[src/rtl/gpu_bus_interface.sv]
// gpu_bus_interface: CPU write port that builds a 16-bit GPU memory pointer and strobes tile/attribute/color RAM writes.
// Bus inputs are synchronised through two flops; each synchronised cs_clock fall is one transaction.
module gpu_bus_interface (
    input  logic        clk,
    input  logic        reset_n,
    input  logic [7:0]  data,
    input  logic [2:0]  addr,
    input  logic        rw,
    input  logic        cs_clock,
    output logic        tile_memory_write_enable,
    output logic [10:0] tile_memory_write_addr,
    output logic [7:0]  tile_memory_write_data,
    output logic        attribute_memory_write_enable,
    output logic [11:0] attribute_memory_write_addr,
    output logic [7:0]  attribute_memory_write_data,
    output logic        color_memory_write_enable,
    output logic [3:0]  color_memory_write_addr,
    output logic [7:0]  color_memory_write_data
);
    logic        cs1_q, cs2_q, cs3_q, rw1_q, rw2_q;
    logic [2:0]  a1_q, a2_q, fill_q;
    logic [7:0]  d1_q, d2_q;
    logic [15:0] ptr_q, ptr_d;
    logic        tile_we_q, tile_we_d, attr_we_q, attr_we_d, color_we_q, color_we_d;
    logic [10:0] tile_a_q;
    logic [11:0] attr_a_q;
    logic [3:0]  color_a_q;
    logic [7:0]  tile_d_q, attr_d_q, color_d_q;
    logic        txn, wr, tile_hit, attr_hit, color_hit;

    // fill_q[2] marks cs3_q as a genuinely sampled value, so a low held across reset is never taken as a fresh edge
    always_comb begin
        txn        = fill_q[2] & cs3_q & ~cs2_q & ~rw2_q;
        wr         = txn && a2_q == 3'd6;
        tile_hit   = ptr_q < 16'h0800;
        attr_hit   = !tile_hit && ptr_q < 16'h1800;
        color_hit  = ptr_q[15:4] == 12'h180;
        tile_we_d  = wr & tile_hit;
        attr_we_d  = wr & attr_hit;
        color_we_d = wr & color_hit;
        ptr_d      = !txn         ? ptr_q :
                     a2_q == 3'd4 ? {ptr_q[15:8], d2_q} :
                     a2_q == 3'd5 ? {d2_q, ptr_q[7:0]} :
                     a2_q == 3'd6 ? ptr_q + 16'd1 : ptr_q;
    end

    always_ff @(posedge clk or negedge reset_n) begin
        if (!reset_n) begin
            {cs1_q, cs2_q, cs3_q} <= 3'b111;
            {rw1_q, rw2_q}        <= 2'b11;
            {a1_q, a2_q}          <= '0;
            {d1_q, d2_q}          <= '0;
            fill_q                <= '0;
            ptr_q                 <= '0;
            tile_we_q             <= 1'b0;
            attr_we_q             <= 1'b0;
            color_we_q            <= 1'b0;
            tile_a_q              <= '0;
            attr_a_q              <= '0;
            color_a_q             <= '0;
            tile_d_q              <= '0;
            attr_d_q              <= '0;
            color_d_q             <= '0;
        end else begin
            {cs1_q, cs2_q, cs3_q} <= {cs_clock, cs1_q, cs2_q};
            {rw1_q, rw2_q}        <= {rw, rw1_q};
            {a1_q, a2_q}          <= {addr, a1_q};
            {d1_q, d2_q}          <= {data, d1_q};
            fill_q                <= {fill_q[1:0], 1'b1};
            ptr_q                 <= ptr_d;
            tile_we_q             <= tile_we_d;
            attr_we_q             <= attr_we_d;
            color_we_q            <= color_we_d;
            tile_a_q              <= tile_we_d ? ptr_q[10:0] : tile_a_q;
            tile_d_q              <= tile_we_d ? d2_q : tile_d_q;
            attr_a_q              <= attr_we_d ? ptr_q[11:0] - 12'h800 : attr_a_q;
            attr_d_q              <= attr_we_d ? d2_q : attr_d_q;
            color_a_q             <= color_we_d ? ptr_q[3:0] : color_a_q;
            color_d_q             <= color_we_d ? d2_q : color_d_q;
        end
    end

    assign tile_memory_write_enable      = tile_we_q;
    assign tile_memory_write_addr        = tile_a_q;
    assign tile_memory_write_data        = tile_d_q;
    assign attribute_memory_write_enable = attr_we_q;
    assign attribute_memory_write_addr   = attr_a_q;
    assign attribute_memory_write_data   = attr_d_q;
    assign color_memory_write_enable     = color_we_q;
    assign color_memory_write_addr       = color_a_q;
    assign color_memory_write_data       = color_d_q;
endmodule

[config.mk]
export PLATFORM = sky130hd
export DESIGN_NAME = gpu_bus_interface
export DESIGN_NICKNAME = d
export VERILOG_FILES = /design/src/rtl/gpu_bus_interface.sv
export SDC_FILE = /design/constraint.sdc
export NUM_CORES = 1
export LEC_CHECK = 0
export CAP_MARGIN = 20
export CORE_MARGIN = 4
export CORE_UTILIZATION = 40
export CTS_CLUSTER_DIAMETER = 120
export DETAILED_ROUTE_END_ITERATION = 8
export PLACE_DENSITY = 0.68
export RECOVER_POWER = 25
export SLEW_MARGIN = 20
export SYNTH_ARGS = -nofsm -noshare
export SYNTH_HDL_FRONTEND = slang
export SYNTH_SLANG_ARGS = --single-unit
[constraint.sdc]
create_clock -name clk -period 3.6 [get_ports clk]
set_input_delay 1.08 -clock clk [delete_from_list [all_inputs] [get_ports clk]]
set_output_delay 1.08 -clock clk [all_outputs]
set_load 0.02 [all_outputs]
==> impl_results.md <==
- # fillers: 841
- Synth Area in Compound Gates: 7.91%
- N_diodes: 0
- Synth Instances: 280
- Hold buffer count at cts: 0
- GRT Total Usage: 15.2%
- Largest net degree at the start of global routing: 75
- Share of cells above drive strength 1: 22.7%
- RSZ-0062 raised after global routing: no
- Final worst setup slack: 1180 ps
- Die height: around 110 um
- Reg2reg setup slack: 1310 ps
- Power per standard cell area: 474 mW/mm2
- Longest Clk Path Bufs: 2
- Via density: 5.22
- Multi-input logic area: 0.00129 mm2
- WP data required: 2520 ps
- Post-synth ARST share: 100%
- Lkg Pwr: 2.20 nW
- Critical path startpoint category: register
- Router iterations before antenna repair: 4
- Pint: 1.78 mW
- Final Wtd Congestion: around 0.91
- DRC Markers: 0
- Slowest CP cell: clkdlybuf4s50_1
- Worst slew margin: -17.3%
- Worst r2r dst: color_memory_write_data[2]$_DFFE_PN0P_
- HPWL Detailed: 5660 um
- Max-cap check violation count: 1
- Area leader, netlist: dfrtp_1
- Crit path arrival time: about 1300 ps
- CP bufs+invs: 1
- Slew Limit Fails: 75
- Crit path max-delay family: buffers and inverters
- Clock Sinks: 100
- Num ports: about 70
- Least-Margin Pin Slew: 1760 ps
- #FFs+latches synth: 100
- H-Tree Depth: 3
- Post-synth EDFFs: 0
- Crit path capture type: output pin
- Post_cts resized: 0
- Worst R2R Start: ptr_q[4]$_DFFE_PN0P_
- Largest family of logic cells by synthesized area: multiplexers
- CTS tree: built
- Final core occ: 52.5%
- Core area: 0.00937 mm2
- Worst-path clk slew: 90 ps
- Storage cell area: 0.00251 mm2
- DR vias: roughly 2500
- Root buffer cell: clkbuf_8
- Die area: 0.0114 mm2
- Post-synthesis mux area share: approximately 15%
- Synth Cell Area: 0.00389 mm2
- Worst-path cell chain: clkdlybuf4s50_1
- Hold Path Origin: d1_q[1]$_DFF_PN0_
- Failing checks: capacitance limit, slew limit
- Postcts setup bufs: 0
- Syn. warnings: 0
- Final Skew: about 8.8 ps
- Count leader, synth: dfrtp_1
- WHS Endpoint: d2_q[1]$_DFF_PN0_
- GRT overflow: 0
- FMAX: 413 MHz
- Post-Syn Area per Cell: 13.9 um2
- Setup Total Neg Slack: 0 ps
- Status: finished, violations left
- DRT antenna net count: 0
- Max VDD drop: 0.278 mV
- Dpl ws: ~1300 ps
- Final WL: about 8200 um
- Synth area leaders: dfrtp_1, mux2_2, dfstp_2
- Iteration-0 DRC Markers: between 100 and 150
- Drt wl/cell: 17.0 um
- Area Overhead vs Synth: 26.5%
- Number of global-route vias before repair: 2478
- First-pass GRT wire length: 13400 um
- Most frequent cells after synthesis: dfrtp_1, mux2_2, a21oi_1, nand2_1, nand3_1
- Seq pwr share: 53.7%
- Share of power burned in the clock network: between 30% and 40%
- Synth cell types: between 40 and 50
- XOR/XNOR Fraction of Synth Area: less than 1%
- NetSw: between 0.5 and 0.6 mW
- Starting Density: 41.5%
- Seq/Total Area, Yosys: 64.4%
- Worst-Skew Late Latency: 350 ps
- Hold crit path type: reg2reg
- Simple-Gate Fraction of Synth Area: a little under a tenth
- Layout Nets: 365
- CTS Buf Count: 9
- Top_reg_cell synth: dfrtp_1
- Fin crit share: 67.3%
- Port buffer count: 68
- Synth top area share: approximately 61%
- Syn_nets: roughly 300
- Slowest Stage Delay on Critical Path: 620 ps
- Sw Share: 23.8%
- Final hold vios: 0
- Initial antenna violation count: 0
- Comb pwr share: 10.1%
- CP Max Fanout: 2
- Std cell rows: 35
- Setup CP Type: reg2out
- Die W: 107 um
- Final setup vio count: 0
- Min Tclk post-route: 2420 ps
- Synth Area in Adders: 0.321%
- Worst r2r path cells: 3
- WHS Path Cells: 0
state kept, by name, summed over array words and instances (netlist names):
name,count
ptr_q,16
attribute_memory_write_addr,12
tile_memory_write_addr,11
attribute_memory_write_data,8
color_memory_write_data,8
d1_q,8
d2_q,8
tile_memory_write_data,8
color_memory_write_addr,4
a1_q,3
a2_q,3
fill_q,3
attribute_memory_write_enable,1
color_memory_write_enable,1
cs1_q,1
cs2_q,1
cs3_q,1
rw1_q,1
rw2_q,1
tile_memory_write_enable,1
routing by layer:
| metal | global-route usage, % | part of all wire [%] |
|---|---|---|
| met1 | 19.9 | 43 |
| met2 | 25.4 | 49 |
| met3 | 4.39 | 6.7 |
| met4 | 3.29 | 0.93 |
| met5 | 0 | 0 |
per-stage QoR:
step           hold WS [ps]  power, mW  std cells  instance area (um2)
2_1_floorplan           331       1.38        280                 3890
4_1_cts                 357       2.37        482                 4920
3_3_place_gp            332       1.51        467                 4680
5_1_grt                 361       2.44        482                 4920
6_report                354       2.33        482                 4920
3_5_place_dp            335       1.52        467                 4680
cells in the final DEF, fill, tap and decap left out, types with 3 or more instances in the layout:
master | Yosys | final
nor2_1 | 5 | 5
o22ai_1 | 4 | 4
nand3_1 | 10 | 10
bufinv_16 | 0 | 3
a21oi_1 | 19 | 19
dlygate4sd3_1 | 0 | 13
o21ai_0 | 8 | 8
nand4_1 | 3 | 3
dfrtp_1 | 95 | 95
clkbuf_8 | 0 | 10
dfstp_2 | 5 | 4
inv_1 | 4 | 4
nand2_1 | 14 | 14
o31ai_1 | 3 | 3
o32ai_1 | 3 | 3
clkdlybuf4s50_1 | 0 | 54
buf_4 | 1 | 4
or4_1 | 5 | 5
mux2_2 | 49 | 49
power groups by stage:
stage          Clock (mW)  Combinational (mW)  Sequential, mW
2_1_floorplan           0               0.100            1.28
3_3_place_gp            0               0.239            1.27
3_5_place_dp            0               0.241            1.28
4_1_cts             0.875               0.242            1.25
5_1_grt             0.919               0.258            1.27
6_report            0.846               0.235            1.25
worst max path at each step:
stage | startpoint | end | slack [ps] | cells past startpoint
2_1_floorplan | ptr_q[6]$_DFFE_PN0P_ | color_memory_write_addr[0]$_DFFE_PN0P_ | 1710 | 4
3_3_place_gp | ptr_q[4]$_DFFE_PN0P_ | color_memory_write_data[6]$_DFFE_PN0P_ | 1320 | 3
3_5_place_dp | ptr_q[4]$_DFFE_PN0P_ | color_memory_write_data[5]$_DFFE_PN0P_ | 1320 | 3
4_1_cts | color_memory_write_data[0]$_DFFE_PN0P_ | color_memory_write_data[0] | 1150 | 1
5_1_grt | reset_n | cs3_q$_DFF_PN1_ | 1020 | 2
6_report | color_memory_write_data[0]$_DFFE_PN0P_ | color_memory_write_data[0] | 1180 | 1
logic make-up after synthesis:
logic type	after synthesis
muxes	51
AOI/OAI and AO/OA	49
DFF	100
adders and majority gates	1
other	1
buffers and inverters	18
xor gates and xnor gates	2
and+or+nand+nor	58
layout make-up:
cell class              count  share of cell area [%]
repair buffers             72                    14.3
clock buffers              10                    2.80
multi-input cells         162                    26.1
inverters                   4                   0.305
clock inverters             5                    2.19
well taps                 129                    3.28
flip-flops and latches    100                    51.0
No activity file was read; power rests on OpenSTA's default activity.
